**config.mk**
```make
export PLATFORM = sky130hd
export DESIGN_NAME = march_bist_engine
export DESIGN_NICKNAME = d
export VERILOG_FILES = /design/src/rtl/march_bist_engine.sv
export SDC_FILE = /design/constraint.sdc
export NUM_CORES = 1
export LEC_CHECK = 0
export ABC_AREA = 1
export BUFFER_PORTS_ARGS = -buffer_cell sky130_fd_sc_hd__buf_2
export CAP_MARGIN = 25
export CORE_UTILIZATION = 57
export DETAILED_ROUTE_END_ITERATION = 7
export PLACE_DENSITY = 0.79
export SLEW_MARGIN = 20
export SYNTH_ARGS = -nofsm -noshare
export SYNTH_HDL_FRONTEND = slang
export SYNTH_SLANG_ARGS = --single-unit
```
**constraint.sdc**
```tcl
create_clock -name Clock -period 3.25 [get_ports Clock]
set_input_delay 0.65 -clock Clock [delete_from_list [all_inputs] [get_ports Clock]]
set_output_delay 0.65 -clock Clock [all_outputs]
set_load 0.01 [all_outputs]
```
**src/rtl/march_bist_engine.sv**
```systemverilog
// March C- / March LR BIST engine driving a single-port synchronous SRAM.
// Define FAIL_LOG_EN to add first-miscompare capture ports (FailAddr/FailData/FailElem).
module march_bist_engine #(
  parameter  int unsigned DEPTH  = 256,
  parameter  int unsigned DATA_W = 4,
  localparam int unsigned ADDR_W = $clog2(DEPTH)
) (
  input  logic              Clock,
  input  logic              Reset,
  input  logic              Start,
  input  logic              Mode,
  output logic              Busy,
  output logic              Done,
  output logic              GoNoGo,
  output logic              MemCE,
  output logic              MemWE,
  output logic [ADDR_W-1:0] MemAddr,
  output logic [DATA_W-1:0] MemWData,
  input  logic [DATA_W-1:0] MemRData
`ifdef FAIL_LOG_EN
  ,
  output logic [ADDR_W-1:0] FailAddr,
  output logic [DATA_W-1:0] FailData,
  output logic [2:0]        FailElem
`endif
);

  localparam logic [ADDR_W-1:0] LAST_ADDR = ADDR_W'(DEPTH - 1);

  typedef enum logic [1:0] {IDLE, RUN, DRAIN, DONE} state_e;

  state_e            state_q, state_d;
  logic              mode_q, mode_d;
  logic [2:0]        elem_q, elem_d;
  logic [1:0]        op_q, op_d;
  logic [ADDR_W-1:0] addr_q, addr_d;
  logic              ce_q, ce_d;
  logic              we_q, we_d;
  logic              val_q, val_d;
  logic              busy_q, busy_d;
  logic              done_q, done_d;
  logic              gonogo_q, gonogo_d;
  logic              fail_q, fail_d;
  logic              rd_vld_q, rd_vld_d;
  logic              rd_exp_q, rd_exp_d;
  logic              mismatch;
  logic              down;
  logic [ADDR_W-1:0] addr_end;
`ifdef FAIL_LOG_EN
  logic [ADDR_W-1:0] rd_addr_q, rd_addr_d;
  logic [2:0]        rd_elem_q, rd_elem_d;
  logic [ADDR_W-1:0] fail_addr_q, fail_addr_d;
  logic [DATA_W-1:0] fail_data_q, fail_data_d;
  logic [2:0]        fail_elem_q, fail_elem_d;
`endif

  function automatic logic [1:0] op_last(input logic mode, input logic [2:0] elem);
    case (elem)
      3'd0, 3'd5: op_last = 2'd0;
      3'd2, 3'd4: op_last = mode ? 2'd3 : 2'd1;
      default:    op_last = 2'd1;
    endcase
  endfunction

  function automatic logic elem_down(input logic mode, input logic [2:0] elem);
    elem_down = mode ? (elem == 3'd1) : ((elem == 3'd3) || (elem == 3'd4));
  endfunction

  // Returns {is_write, data bit}. Middle elements follow r(v), w(~v), r(~v), w(v)
  // where v is the element's first read value.
  function automatic logic [1:0] op_kind(input logic mode, input logic [2:0] elem,
                                         input logic [1:0] op);
    logic rv;
    rv = mode ? ((elem == 3'd2) || (elem == 3'd3)) : ~elem[0];
    case (elem)
      3'd0:    op_kind = 2'b10;
      3'd5:    op_kind = 2'b00;
      default: op_kind = {op[0], rv ^ op[0] ^ op[1]};
    endcase
  endfunction

  always_comb begin
    state_d  = state_q;
    mode_d   = mode_q;
    elem_d   = elem_q;
    op_d     = op_q;
    addr_d   = addr_q;
    ce_d     = ce_q;
    we_d     = we_q;
    val_d    = val_q;
    busy_d   = busy_q;
    done_d   = done_q;
    gonogo_d = gonogo_q;
    mismatch = rd_vld_q && (MemRData != {DATA_W{rd_exp_q}});
    fail_d   = fail_q | mismatch;
    // Read issued this cycle: its data arrives next cycle, compare then.
    rd_vld_d = ce_q & ~we_q;
    rd_exp_d = val_q;
    down     = elem_down(mode_q, elem_q);
    addr_end = down ? '0 : LAST_ADDR;
`ifdef FAIL_LOG_EN
    rd_addr_d   = addr_q;
    rd_elem_d   = elem_q;
    fail_addr_d = fail_addr_q;
    fail_data_d = fail_data_q;
    fail_elem_d = fail_elem_q;
    if (mismatch && !fail_q) begin
      fail_addr_d = rd_addr_q;
      fail_data_d = MemRData;
      fail_elem_d = rd_elem_q;
    end
`endif
    case (state_q)
      IDLE, DONE: begin
        if (Start) begin
          state_d  = RUN;
          mode_d   = Mode;
          elem_d   = '0;
          op_d     = '0;
          addr_d   = '0;
          ce_d     = 1'b1;
          we_d     = 1'b1;
          val_d    = 1'b0;
          busy_d   = 1'b1;
          done_d   = 1'b0;
          gonogo_d = 1'b0;
          fail_d   = 1'b0;
`ifdef FAIL_LOG_EN
          fail_addr_d = '0;
          fail_data_d = '0;
          fail_elem_d = '0;
`endif
        end
      end
      RUN: begin
        if (op_q != op_last(mode_q, elem_q)) begin
          op_d = op_q + 2'd1;
        end else if (addr_q != addr_end) begin
          op_d   = '0;
          addr_d = down ? addr_q - ADDR_W'(1) : addr_q + ADDR_W'(1);
        end else if (elem_q != 3'd5) begin
          elem_d = elem_q + 3'd1;
          op_d   = '0;
          addr_d = elem_down(mode_q, elem_d) ? LAST_ADDR : '0;
        end else begin
          state_d = DRAIN;
          ce_d    = 1'b0;
          we_d    = 1'b0;
        end
        if (state_d == RUN) begin
          {we_d, val_d} = op_kind(mode_q, elem_d, op_d);
        end
      end
      DRAIN: begin
        state_d  = DONE;
        busy_d   = 1'b0;
        done_d   = 1'b1;
        gonogo_d = ~fail_d;
      end
      default: state_d = IDLE;
    endcase
  end

  always_ff @(posedge Clock) begin
    if (Reset) begin
      state_q  <= IDLE;
      mode_q   <= 1'b0;
      elem_q   <= '0;
      op_q     <= '0;
      addr_q   <= '0;
      ce_q     <= 1'b0;
      we_q     <= 1'b0;
      val_q    <= 1'b0;
      busy_q   <= 1'b0;
      done_q   <= 1'b0;
      gonogo_q <= 1'b0;
      fail_q   <= 1'b0;
      rd_vld_q <= 1'b0;
      rd_exp_q <= 1'b0;
`ifdef FAIL_LOG_EN
      rd_addr_q   <= '0;
      rd_elem_q   <= '0;
      fail_addr_q <= '0;
      fail_data_q <= '0;
      fail_elem_q <= '0;
`endif
    end else begin
      state_q  <= state_d;
      mode_q   <= mode_d;
      elem_q   <= elem_d;
      op_q     <= op_d;
      addr_q   <= addr_d;
      ce_q     <= ce_d;
      we_q     <= we_d;
      val_q    <= val_d;
      busy_q   <= busy_d;
      done_q   <= done_d;
      gonogo_q <= gonogo_d;
      fail_q   <= fail_d;
      rd_vld_q <= rd_vld_d;
      rd_exp_q <= rd_exp_d;
`ifdef FAIL_LOG_EN
      rd_addr_q   <= rd_addr_d;
      rd_elem_q   <= rd_elem_d;
      fail_addr_q <= fail_addr_d;
      fail_data_q <= fail_data_d;
      fail_elem_q <= fail_elem_d;
`endif
    end
  end

  assign Busy     = busy_q;
  assign Done     = done_q;
  assign GoNoGo   = gonogo_q;
  assign MemCE    = ce_q;
  assign MemWE    = we_q;
  assign MemAddr  = addr_q;
  assign MemWData = {DATA_W{val_q}};
`ifdef FAIL_LOG_EN
  assign FailAddr = fail_addr_q;
  assign FailData = fail_data_q;
  assign FailElem = fail_elem_q;
`endif

endmodule

```
==> impl_summary.txt, run 1 <==
----------------------------------------------------
[Timing]
  Final setup skew ... 10.7 ps
  Setup repair after global routing missed its margin ... false
  Total negative slack for setup checks ... 0 ps
  Number of hold violations in the final report ... 0
  Setup WS post-layout ... 408 ps
  Post-layout min period ... about 2800 ps
  Number of pins exceeding their max-slew limit in the final report ... 0
  Slew at the pin closest to its max-slew limit ... 441 ps
  Final period util ... 0.875
  Worst slew margin relative to its limit ... 0.705
  Max Clk Rate ... roughly 350 MHz
  Count of final setup violators ... 0

[Setup path]
  Data arrival, critical path ... slightly above 3000 ps
  Setup crit end kind ... register
  Crit path top cell by count ... sky130_fd_sc_hd__nand2_2
  Startpoint Class ... register
  List of cells traversed by the critical path ... inv_1 -> ha_1 -> inv_1 -> nand2_2 -> nand3_2 -> nand2_2 -> ha_1 -> nand2_1 -> nor3_2 -> buf_4 -> nand2_4 -> inv_4 -> nand2_2 -> a21boi_4 -> nand2_1 -> a21oi_1
  Critical-path cell with the highest stage delay ... sky130_fd_sc_hd__dfxtp_1
  Maximum fanout encountered on the critical timing path ... 9
  Type of the worst setup path ... register to register
  Buffers & Inverters on Critical Path ... 4
  Delay of the slowest cell on the worst path ... between 400 and 500 ps
  Data required time at the worst endpoint ... 3500 ps
  CP delay by family, top ... simple AND/OR/NAND/NOR gates

[Power and ir drop]
  Lkg Pwr ... roughly 0.96 nW
  Power per standard cell area ... about 270 nW/um2
  Sw power ... 164 uW
  Internal power summed over all cells ... 398 uW
  Switching power share of the total ... 0.292
  Clock share of power ... 0.254
  Comb pwr share ... 0.170
  Sequential cell fraction of total power ... 0.576
  Total power consumption of the routed design ... 562 uW
  Worst voltage drop across the vdd grid ... 0.327 mV

[Drt]
  Routed Wire Length ... 4020 um
  Post-DR wirelength/cell ... 11.7 um
  DRC viols ... 0
  Vias post-DR ... 1770
  Detail Route Antenna Nets ... 0
  Initial DRC Count ... 108
  Routed vias/inst ... 5.16
  Count of TritonRoute iterations in the first routing pass ... 4

[Floorplanning]
  I/O pin count ... 25
  Die span in x ... 59.4 um
  Die area ... 3520 um2
  Starting density of the core ... 0.609
  Die Y-Extent ... 59.4 um
  Total core area ... slightly above 3000 um2
  Cell Rows ... 20

[Clock tree]
  Setup bufs post-CTS ... 0
  Maximum root-to-sink buffer count ... 2
  Number of H-tree branching levels ... 1
  Clock buffers created by TritonCTS ... 3
  Sink count of the clock tree ... 25
  CTS tree ... yes
  Register clock-pin slew on the reported worst setup and hold paths ... 150 ps
  Post-cts resize count ... 0
  Number of buffers inserted for hold repair after clock tree synthesis ... 0
  Clock latency at the later pin of the worst-skew pair ... 320 ps
  Clock Tree Root ... sky130_fd_sc_hd__clkbuf_4

[Yosys]
  Average cell area after synthesis ... 6.82 um2
  Number of distinct library cells after synthesis ... 36
  EDFF count, synth ... 0
  Part of the Yosys area used for sequential elements ... 0.267
  Count of state elements after synthesis ... 25
  Cell count after synthesis ... 275
  Warning count from the yosys run ... 0
  Net count after synthesis ... just under 300
  Most area-consuming cells after synthesis ... sky130_fd_sc_hd__dfxtp_1 27%, sky130_fd_sc_hd__nand2_1 15%, sky130_fd_sc_hd__ha_1 8.7%
  Library cell occupying the most area in the post-synthesis netlist ... sky130_fd_sc_hd__dfxtp_1
  Leading cell type by number of instances after synthesis ... sky130_fd_sc_hd__nand2_1
  Proportion of synthesized flip-flops having asynchronous set or reset ... 0
  Most frequent cells after synthesis ... 74 x sky130_fd_sc_hd__nand2_1, 29 x sky130_fd_sc_hd__inv_1, 28 x sky130_fd_sc_hd__a21oi_1, 25 x sky130_fd_sc_hd__dfxtp_1, 22 x sky130_fd_sc_hd__nor2_1
  Area share of the largest cell type after synthesis ... 0.267
  Top FF cell, synth ... sky130_fd_sc_hd__dfxtp_1
  Mapped cell area ... 1880 um2

[Global routing]
  Via count of the first global-routing pass ... approximately 1600
  First-pass GRT wire length ... 6870 um
  Overflow left after global routing ... 0
  Antenna violations before repair ... 0
  Pin count of the biggest net entering global routing ... 20
  Gr usage total ... 0.250

[Run]
  Max-cap viol count ... 0

[Placement]
  Count of input and output buffers ... 24
  HPWL after detailed placement ... 3280 um
  Final RePlAce weighted congestion ... 0.897
  Cell Area, Placed ... ~2000 um2
  Post-placement setup slack ... around 450 ps

[Run status]
  Outcome ... complete, no violations

[Layout]
  Number of antenna diodes ... 0
  Area used by sequential logic in the layout ... between 500 and 600 um2
  Layout area overhead ... 9.74%
  Fin nets ... 322
  Fill cell count ... 292
  Multi-input gate area ... 1210 um2
  Ratio of cells with drive above 1 in the final layout ... 0.177
  Non-Filler Cell Area, Final ... 2060 um2

[Hold path]
  Hold WC Path Type ... register to register

----------------------------------------------------
[power by group through the flow]
stage                     Combinational, mW  Clock, mW  Sequential, mW
after global routing                  0.107      0.164           0.325
after CTS                            0.0955      0.147           0.324
final                                0.0953      0.143           0.324
after global placement               0.0944          0           0.331
after detailed placement             0.0952          0           0.331
after floorplan                      0.0654          0           0.331
[worst reg2reg max path, delay by kind of cell, from the launching register on]
family | cells | cell delay [ps]
fa+ha+maj | 2 | 640
flops | 1 | 430
compound gates | 2 | 390
buf+inv | 4 | 480
simple gates | 8 | 850
[through the flow]
stage	utilization	cells	hold slack [ps]
final	0.669	343	456
after global routing	0.669	343	478
after CTS	0.669	343	460
after detailed placement	0.659	339	435
after global placement	0.659	339	439
after floorplan	-	275	451
[cell usage in the layout (no fill, tap or decap), types with 2 or more instances in the layout]
cell,n
sky130_fd_sc_hd__a21oi_1,28
sky130_fd_sc_hd__buf_2,24
sky130_fd_sc_hd__buf_4,2
sky130_fd_sc_hd__clkbuf_4,3
sky130_fd_sc_hd__dfxtp_1,25
sky130_fd_sc_hd__ha_1,13
sky130_fd_sc_hd__inv_1,29
sky130_fd_sc_hd__inv_4,2
sky130_fd_sc_hd__nand2_1,74
sky130_fd_sc_hd__nand2_2,7
sky130_fd_sc_hd__nand2_4,4
sky130_fd_sc_hd__nand3_1,19
sky130_fd_sc_hd__nand3_2,2
sky130_fd_sc_hd__nand3b_1,2
sky130_fd_sc_hd__nand4_1,5
sky130_fd_sc_hd__nor2_1,22
sky130_fd_sc_hd__nor2_8,2
sky130_fd_sc_hd__nor3_1,2
sky130_fd_sc_hd__o21ai_0,11
sky130_fd_sc_hd__o22ai_1,2
sky130_fd_sc_hd__xor2_1,4
[kinds of logic after synthesis]
logic type	after synthesis	share of synthesized area
simple gates	144	0.377
compound gates	48	0.147
buf+inv	39	0.0887
flops	25	0.267
fa+ha+maj	14	0.0974
xor+xnor	5	0.0233
[flip-flops by register name (all words and copies together), names as in the netlist, 2 cells and up]
signal,flops
state_q,2
elem_q,3
op_q,2
MemAddr,8
[layout make-up]
| cell class | count | area share |
|---|---|---|
| timing repair buffer | 26 | 0.0657 |
| multi-input combinational | 211 | 0.587 |
| clock inverter | 1 | 0.00365 |
| inverter | 33 | 0.0626 |
| clock buffer | 3 | 0.0109 |
| sequential | 25 | 0.243 |
| tap | 44 | 0.0267 |
[final timing paths]
kind	start	endpoint	slack, ps	depth (start not counted)
max	elem_q[0]	MemAddr[1]	410	16
min	MemWE	rd_vld_q	460	1
max reg2reg	elem_q[0]	MemAddr[1]	410	16
min reg2reg	MemWE	rd_vld_q	460	1
[routing by layer]
layer,up-vias,global-route usage,share of wire
met4,0,0.0408,0.0032
met3,2,0.0371,0.026
met5,-,0,0
met2,31,0.393,0.46
met1,790,0.365,0.51
li1,947,-,-
Note: power is estimated with default switching activity, not from simulation.
==> run 2: changes to the inputs <==
--- a/config.mk
+++ b/config.mk
@@ -10,7 +10,7 @@
 export CAP_MARGIN = 25
 export CORE_UTILIZATION = 57
 export DETAILED_ROUTE_END_ITERATION = 7
-export PLACE_DENSITY = 0.79
+export PLACE_DENSITY = 0.8
 export SLEW_MARGIN = 20
 export SYNTH_ARGS = -nofsm -noshare
 export SYNTH_HDL_FRONTEND = slang
==> impl_summary.txt, run 2 (same netlist as run 1, synthesis figures left out) <==
----------------------------------------------------
[Setup path]
  Data required time at the worst endpoint ... 3500 ps
  Setup crit end kind ... register
  Data arrival, critical path ... 3070 ps
  Type of the worst setup path ... register to register
  Startpoint Class ... register
  Maximum fanout encountered on the critical timing path ... 9
  Reg2reg path depth ... 17

[Run]
  Max-cap viol count ... 0

[Clock tree]
  Number of buffers inserted for hold repair after clock tree synthesis ... 0
  Sink count of the clock tree ... 25
  Setup bufs post-CTS ... 0
  Maximum root-to-sink buffer count ... 2
  Clock latency at the later pin of the worst-skew pair ... between 300 and 400 ps
  Post-cts resize count ... 0
  Number of H-tree branching levels ... 1
  Register clock-pin slew on the reported worst setup and hold paths ... 130 ps
  Clock Tree Root ... sky130_fd_sc_hd__clkbuf_4
  Clock buffers created by TritonCTS ... 3
  CTS tree ... yes

[Drt]
  Routed Wire Length ... just under 4000 um
  Detail Route Antenna Nets ... 0
  Post-DR wirelength/cell ... 11.4 um
  DRC viols ... 0
  Count of TritonRoute iterations in the first routing pass ... 4
  Vias post-DR ... about 1800
  Routed vias/inst ... 5.18
  Initial DRC Count ... 105

[Power and ir drop]
  Power per standard cell area ... 268 nW/um2
  Worst voltage drop across the vdd grid ... approximately 0.17 mV
  Lkg Pwr ... 0.963 nW

[Layout]
  Flip-flop count of the largest register after layout ... 8
  Fill cell count ... 301
  Layout area overhead ... 9.61%
  Multi-input gate area ... approximately 1200 um2
  Area used by sequential logic in the layout ... 500 um2
  Most frequent standard cell in the layout excluding fill and tap cells ... sky130_fd_sc_hd__nand2_1
  Post-Layout Cell Count ... 343
  Fin nets ... between 300 and 400
  Highest-count cells in the layout ignoring fill and taps ... 74 x sky130_fd_sc_hd__nand2_1, 29 x sky130_fd_sc_hd__inv_1, 28 x sky130_fd_sc_hd__a21oi_1
  Number of antenna diodes ... 0
  Non-Filler Cell Area, Final ... 2060 um2
  Ratio of cells with drive above 1 in the final layout ... 0.177

[Timing]
  Slew at the pin closest to its max-slew limit ... approximately 410 ps
  Total negative slack for setup checks ... 0 ps
  Post-layout min period ... around 2800 ps
  Max Clk Rate ... 354 MHz
  Hold_ws ... ~460 ps
  Final period util ... 0.869
  Number of pins exceeding their max-slew limit in the final report ... 0
  Setup WS post-layout ... 425 ps
  Worst slew margin relative to its limit ... 0.727
  Count of final setup violators ... 0
  Setup repair after global routing missed its margin ... false
  Final setup skew ... 12.5 ps
  Number of hold violations in the final report ... 0

[Global routing]
  Grt met3 use ... 0.0306
  First-pass GRT wire length ... 6690 um
  Met2 routing resource usage after global routing ... 0.379
  Via count of the first global-routing pass ... 1534
  Antenna violations before repair ... 0
  Overflow left after global routing ... 0
  Gr usage total ... 0.246
  Global-route layer with the greatest usage ... met2
  Global-route met1 utilization ... 0.354
  Pin count of the biggest net entering global routing ... 20

[Floorplanning]
  Total core area ... a little over 3000 um2
  Starting density of the core ... 0.609
  Die Y-Extent ... 59.4 um
  I/O pin count ... 25
  Die area ... roughly 3500 um2
  Die span in x ... 59.4 um
  Cell Rows ... 20

[Hold path]
  Hold-critical path depth ... 1
  Hold WC Path Type ... register to register

[Run status]
  Outcome ... complete, no violations

[Placement]
  Count of input and output buffers ... 24
  Number of placed instances with taps included ... 339
  Final RePlAce weighted congestion ... around 0.95
  Cell Area, Placed ... 2030 um2
  HPWL after detailed placement ... 3180 um
  Post-placement setup slack ... around 480 ps

----------------------------------------------------
run 2: report_power, final:
| group | switching (mW) | leakage, nW | internal [mW] | total [mW] |
|---|---|---|---|---|
| clock | 0.0871 | 0.0177 | 0.0460 | 0.133 |
| combinational | 0.0594 | 0.742 | 0.0351 | 0.0946 |
| sequential | 0.00804 | 0.203 | 0.316 | 0.324 |
| total | 0.155 | 0.963 | 0.397 | 0.552 |
run 2: final timing paths:
| path | startpoint | endpoint | slack, ps |
|---|---|---|---|
| max | elem_q[0] | MemAddr[1] | 430 |
| min | MemWE | rd_vld_q | 460 |
| max reg2reg | elem_q[0] | MemAddr[1] | 430 |
| min reg2reg | MemWE | rd_vld_q | 460 |
run 2: metal layers:
metal	vias to the layer above	share of wire
met3	5	0.043
met1	788	0.50
li1	941	-
met2	44	0.45
met5	-	0
met4	0	0.012
run 2: cell type report:
cell class,count,area share
multi-input cells,211,0.588
clock inverters,1,0.00243
clock buffers,3,0.0110
inverters,33,0.0627
flip-flops and latches,25,0.243
repair buffers,26,0.0657
well taps,44,0.0268
run 2: per-stage QoR:
step	utilization	power, mW
3_5_place_dp	0.659	0.426
3_3_place_gp	0.659	0.426
6_report	0.668	0.552
5_1_grt	0.668	0.582
4_1_cts	0.668	0.562
2_1_floorplan	-	0.397
run 2: worst max-delay path, stage by stage (launching register included):
cell and delay [ps]:
sky130_fd_sc_hd__dfxtp_1 420, sky130_fd_sc_hd__inv_1 130, sky130_fd_sc_hd__ha_1 230, sky130_fd_sc_hd__inv_1 60, sky130_fd_sc_hd__nand2_2 70, sky130_fd_sc_hd__nand3_2 90, sky130_fd_sc_hd__nand2_2 150, sky130_fd_sc_hd__ha_1 400
sky130_fd_sc_hd__nand2_1 130, sky130_fd_sc_hd__nor3_2 50, sky130_fd_sc_hd__buf_4 160, sky130_fd_sc_hd__nand2_4 100, sky130_fd_sc_hd__inv_4 50, sky130_fd_sc_hd__nand2_2 100, sky130_fd_sc_hd__nand2_4 60, sky130_fd_sc_hd__nor3_4 280
sky130_fd_sc_hd__nand2_1 130, sky130_fd_sc_hd__a21oi_1 130
